$ cat config.mk
export PLATFORM = sky130hd
export DESIGN_NAME = mem_port_arbiter
export DESIGN_NICKNAME = d
export VERILOG_FILES = /design/src/rtl/mem_port_arbiter_pkg.sv /design/src/rtl/mem_port_arbiter_arb_grant_select.sv /design/src/rtl/mem_port_arbiter.sv
export SDC_FILE = /design/constraint.sdc
export NUM_CORES = 1
export LEC_CHECK = 0
export CORE_AREA = 2 2 636 638
export DETAILED_ROUTE_END_ITERATION = 16
export DIE_AREA = 0 0 638 640
export HOLD_SLACK_MARGIN = 0.02
export SYNTH_ARGS = -nofsm -noshare
export SYNTH_HDL_FRONTEND = slang
export SYNTH_SLANG_ARGS = --single-unit
$ cat constraint.sdc
create_clock -name clock -period 2.4 [get_ports clock]
set_input_delay 0.48 -clock clock [delete_from_list [all_inputs] [get_ports clock]]
set_output_delay 0.48 -clock clock [all_outputs]
set_load 0.01 [all_outputs]
$ cat src/rtl/mem_port_arbiter_pkg.sv
// Shared encodings for the I/D-cache memory port arbiter.
// MEM_ARB_ROUND_ROBIN_EN selects round-robin tie-breaking instead of fixed D-over-I priority.
package mem_port_arbiter_pkg;

  typedef enum logic [1:0] {
    ARB_IDLE   = 2'd0,
    ARB_BUSY_I = 2'd1,
    ARB_BUSY_D = 2'd2,
    ARB_RESP   = 2'd3
  } arb_state_e;

  typedef enum logic {
    ARB_GRANT_I = 1'b0,
    ARB_GRANT_D = 1'b1
  } arb_grant_e;

  localparam int ARB_STATE_W = 2;

endpackage

$ cat src/rtl/mem_port_arbiter_arb_grant_select.sv
// Combinational requester pick for the memory port arbiter.
// Fixed D-over-I priority, or round-robin on ties when MEM_ARB_ROUND_ROBIN_EN is defined.
module arb_grant_select
  import mem_port_arbiter_pkg::*;
(
  input  logic       ic_req,
  input  logic       dc_req,
`ifdef MEM_ARB_ROUND_ROBIN_EN
  input  arb_grant_e last_grant,
`endif
  output logic       grant_valid,
  output arb_grant_e grant
);

  always_comb begin
    grant_valid = ic_req | dc_req;
    grant       = ARB_GRANT_D;
    if (ic_req && dc_req) begin
`ifdef MEM_ARB_ROUND_ROBIN_EN
      grant = (last_grant == ARB_GRANT_D) ? ARB_GRANT_I : ARB_GRANT_D;
`else
      // The MEM-stage miss is older in program order than the IF-stage miss.
      grant = ARB_GRANT_D;
`endif
    end else if (ic_req) begin
      grant = ARB_GRANT_I;
    end
  end

endmodule

$ cat src/rtl/mem_port_arbiter.sv
// Shares the main-memory block port between the I-cache and D-cache controllers.
// Define MEM_ARB_ROUND_ROBIN_EN for round-robin tie-breaking (default: D-cache wins ties).
module mem_port_arbiter
  import mem_port_arbiter_pkg::*;
#(
  parameter int ADDR_W  = 32,
  parameter int BLOCK_W = 256
) (
  input  logic               clock,
  input  logic               reset,
  input  logic               ic_req,
  input  logic               ic_write,
  input  logic [ADDR_W-1:0]  ic_addr,
  input  logic [BLOCK_W-1:0] ic_wdata,
  output logic [BLOCK_W-1:0] ic_rdata,
  output logic               ic_ack,
  input  logic               dc_req,
  input  logic               dc_write,
  input  logic [ADDR_W-1:0]  dc_addr,
  input  logic [BLOCK_W-1:0] dc_wdata,
  output logic [BLOCK_W-1:0] dc_rdata,
  output logic               dc_ack,
  output logic               mem_enable_o,
  output logic               mem_write_o,
  output logic [ADDR_W-1:0]  mem_addr_o,
  output logic [BLOCK_W-1:0] mem_data_o,
  input  logic [BLOCK_W-1:0] mem_data_i,
  input  logic               mem_ack_i,
  output logic [ARB_STATE_W-1:0] state_dbg
);

  // Handshakes: a cache raises x_req with x_write/x_addr/x_wdata stable and keeps it high
  // until x_ack, a one-cycle pulse (x_rdata valid with it). Toward memory, mem_enable_o and
  // the command fields stay constant until the one-cycle mem_ack_i completes the transfer.

  arb_state_e state;
  logic       grant_valid;
  arb_grant_e grant_sel;

`ifdef MEM_ARB_ROUND_ROBIN_EN
  arb_grant_e last_grant;
`endif

  arb_grant_select u_grant_select (
    .ic_req      (ic_req),
    .dc_req      (dc_req),
`ifdef MEM_ARB_ROUND_ROBIN_EN
    .last_grant  (last_grant),
`endif
    .grant_valid (grant_valid),
    .grant       (grant_sel)
  );

  assign state_dbg = state;

  always_ff @(posedge clock or negedge reset) begin
    if (!reset) begin
      state        <= ARB_IDLE;
      mem_enable_o <= 1'b0;
      mem_write_o  <= 1'b0;
      mem_addr_o   <= '0;
      mem_data_o   <= '0;
      ic_rdata     <= '0;
      dc_rdata     <= '0;
      ic_ack       <= 1'b0;
      dc_ack       <= 1'b0;
`ifdef MEM_ARB_ROUND_ROBIN_EN
      last_grant   <= ARB_GRANT_I;
`endif
    end else begin
      case (state)
        ARB_IDLE: begin
          if (grant_valid) begin
            mem_enable_o <= 1'b1;
`ifdef MEM_ARB_ROUND_ROBIN_EN
            last_grant   <= grant_sel;
`endif
            if (grant_sel == ARB_GRANT_D) begin
              mem_write_o <= dc_write;
              mem_addr_o  <= dc_addr;
              mem_data_o  <= dc_wdata;
              state       <= ARB_BUSY_D;
            end else begin
              mem_write_o <= ic_write;
              mem_addr_o  <= ic_addr;
              mem_data_o  <= ic_wdata;
              state       <= ARB_BUSY_I;
            end
          end
        end

        ARB_BUSY_I, ARB_BUSY_D: begin
          // The latched command is the transaction; req may already be low here.
          if (mem_ack_i) begin
            mem_enable_o <= 1'b0;
            mem_write_o  <= 1'b0;
            state        <= ARB_RESP;
            if (state == ARB_BUSY_D) begin
              dc_ack <= 1'b1;
              if (!mem_write_o) dc_rdata <= mem_data_i;
            end else begin
              ic_ack <= 1'b1;
              if (!mem_write_o) ic_rdata <= mem_data_i;
            end
          end
        end

        ARB_RESP: begin
          // No grant here: the acked requester gets this cycle to drop its req.
          ic_ack <= 1'b0;
          dc_ack <= 1'b0;
          state  <= ARB_IDLE;
        end

        default: state <= ARB_IDLE;
      endcase
    end
  end

endmodule

==> impl_metrics.tcl <==
set metrics [dict create \
    status "finished, final reports clean" \
    core.rowCount 233 \
    regArea_um2 20200 \
    gr-usage-met3_pct 7.59 \
    synth_seq_cells 806 \
    period_minus_slack_ps 2320 \
    wl_per_cell_um 32.0 \
    critPathKind "reg -> out" \
    routed_wl_um 307000 \
    slew_headroom_pct 51.5 \
    firstDrtPassIters 5 \
    num_io_pins 1645 \
    min_path_type "in -> async" \
    clkTransAtPathRegs_ps 60 \
    numCtsBuffers 101 \
    htree_levels 3 \
    critical_path.top_delay_family "buffers and inverters" \
    stdcell_count 9577 \
    slew_violations 0 \
    crit_required_ps 1920 \
    grt_overflow 0 \
    p_leak_nw 23.7 \
    synth_area_per_cell_um2 13.7 \
    setup_viol 0 \
    io_buffers 1644 \
    multi_input_area_um2 11400 \
    route.vias.total 27500 \
    cp-start-kind "register" \
    fp.dieW_um 638 \
    via_per_inst 2.87 \
    clock-sinks 806 \
    grt_pass1_wl_um 364000 \
    rr_worst_depth 9 \
    core_area_um2 401000 \
    fin_skew_ps 83.8 \
    worstPathCellList "clkdlybuf4s50_1" \
    die-area_um2 408000 \
    drtIter0Drc 1360 \
    start_util_pct 8.08 \
    cpMaxStageDelayCell "clkdlybuf4s50_1" \
    busiest_layer "met2" \
    synth.distinct_cells 22 \
    cp-end-kind "output pin" \
    netlist_area_um2 32400 \
    slowest_delay_ps 570 \
    synth_seq_area_share_pct 62.2 \
    track_usage_pct 14.4 \
    yosysWarnings 0 \
    ant_nets 0 \
    cts_max_path_buffers 4 \
    placed_cells 9320 \
    grtUsageMet2_pct 27.4 \
    finalHoldViolations 0 \
    place.gp.congestion 0.963 \
    synthesis.instances 2368 \
    met1_usage_pct 13.1 \
    worst-path-buf-inv 1 \
    nFillCells 44900 \
    grt_antenna_before_repair 254 \
    dp_hpwl_um 277000 \
    timing.fmax_mhz 432 \
    nets 4992 \
    cts_tree "yes" \
    drcViolationCount 0 \
    syn2layout_area_growth_pct 84.0 \
    path_max_fanout 2 \
    vdd_drop_max_v 0.000561 \
    insertion_delay_ps 870 \
    grt_max_degree 105 \
    syn-num-nets 3212 \
    worst_pin_slew_ps 730 \
    die_y_um 640 \
    drv_cap 0 \
    finalCritPeriodShare_pct 96.5 \
    cts-root-buf "clkbuf_16" \
    grt_pass1_vias 27300 \
    power_density_nw_per_um2 1350 \
    cp.depth 1 \
    power_mw 80.6 \
    cp_data_arrival_time_ps 1840 \
    drive_gt1_share_pct 22.7 \
]
==> cells in the final DEF, fill, tap and decap left out, drive strengths merged, types with 2 or more instances in the layout <==
master | netlist | routed
nor2 | 3 | 3
inv | 5 | 14
ha | 5 | 5
clkbuf | 59 | 143
clkinv | 0 | 14
mux2i | 292 | 292
buf | 94 | 279
nand2 | 289 | 289
mux2 | 514 | 514
dfrtp | 806 | 806
o31ai | 2 | 2
o2bb2ai | 2 | 2
o21ai | 290 | 290
diode | 0 | 68
dlygate4sd2 | 0 | 157
bufinv | 0 | 9
nor2b | 2 | 2
clkinvlp | 0 | 5
clkdlybuf4s50 | 0 | 1377
clkdlybuf4s15 | 0 | 12
==> metal layers <==
metal / share of wire, % / vias up
met4: 3.8 / 120
met2: 53 / 1415
met3: 11 / 635
li1: - / 11900
met1: 31 / 13400
met5: 0.26 / -
==> synthesized netlist by cell type <==
cell type	instances	area share, %
clkbuf_1	59	0.68
a21oi_1	1	0.015
mux2_2	514	18
buf_1	5	0.058
ha_1	5	0.19
nand2_1	289	3.3
nor3b_1	1	0.023
o21ai_0	289	4.5
nand3b_1	1	0.023
buf_6	24	0.83
nor3_1	1	0.015
nor2_1	3	0.035
buf_4	3	0.069
nor4b_2	1	0.046
inv_1	5	0.058
o31ai_1	2	0.046
dfrtp_1	806	62
buf_2	62	0.96
nor2b_1	2	0.039
o21ai_1	1	0.015
mux2i_1	292	9.0
o2bb2ai_1	2	0.054
==> path summary, 6_finish.rpt <==
path	from	slack, ps	end
max	mem_data_o[76]	80	mem_data_o[76]
min	reset	180	ic_rdata[213]
max reg2reg	state_dbg[0]	90	ic_rdata[1]
min reg2reg	mem_data_o[102]	470	mem_data_o[102]
max in group asynchronous	reset	1180	mem_data_o[100]
min in group clock	dc_wdata[95]	260	mem_data_o[95]
==> registers in the layout, summed over array words and instances (netlist names) <==
name          cells
dc_ack            1
ic_ack            1
state_dbg         2
dc_rdata        256
mem_data_o      256
mem_write_o       1
ic_rdata        256
mem_enable_o      1
mem_addr_o       32
==> area by class of cell <==
class / count / area share (%)
flip-flops and latches: 806 / 33.8
repair buffers: 1830 / 30.1
multi-input cells: 1404 / 19.2
well taps: 5287 / 11.1
clock buffers: 140 / 4.73
clock inverters: 37 / 0.772
diodes: 68 / 0.285
inverters: 5 / 0.0314
==> logic make-up (layout without fill, tap and decap cells) <==
group	after synthesis	after routing	synth area share [%]
muxes	806	806	26.9
AOI/OAI and AO/OA	295	295	4.59
adders and majority gates	5	5	0.193
and+or+nand+nor	298	298	3.53
other	0	68	0
buffers and inverters	158	2012	2.66
DFF	806	806	62.2
==> what timing repair did <==
action                                 4_1_cts  5_1_grt
setup endpoints to repair                  186      198
cloned                                       0        3
hold buffers                                 1        0
pin swaps                                    0        1
buffers inserted                             0        8
gates resized for setup                    189       11
endpoints found under the hold margin      275        0
==> per-stage QoR <==
stage          hold slack (ps)  setup TNS (ps)  utilization (%)  area [um2]  setup slack (ps)
2_1_floorplan              184               0                -       32400               238
3_3_place_gp               435          -83520             14.0       56200              -277
3_5_place_dp               429          -90910             14.0       56200              -282
4_1_cts                   66.3               0             14.8       59300            0.0888
5_1_grt                    122           -14.1             14.9       59600             -14.1
6_report                   180               0             14.9       59700              83.8
==> where the power goes <==
part / switching, mW / internal, mW / leakage (nW)
clock: 6.36 / 9.17 / 1.60
combinational: 21.5 / 18.9 / 12.4
sequential: 4.12 / 20.5 / 9.68
Note: power is estimated with default switching activity, not from simulation.
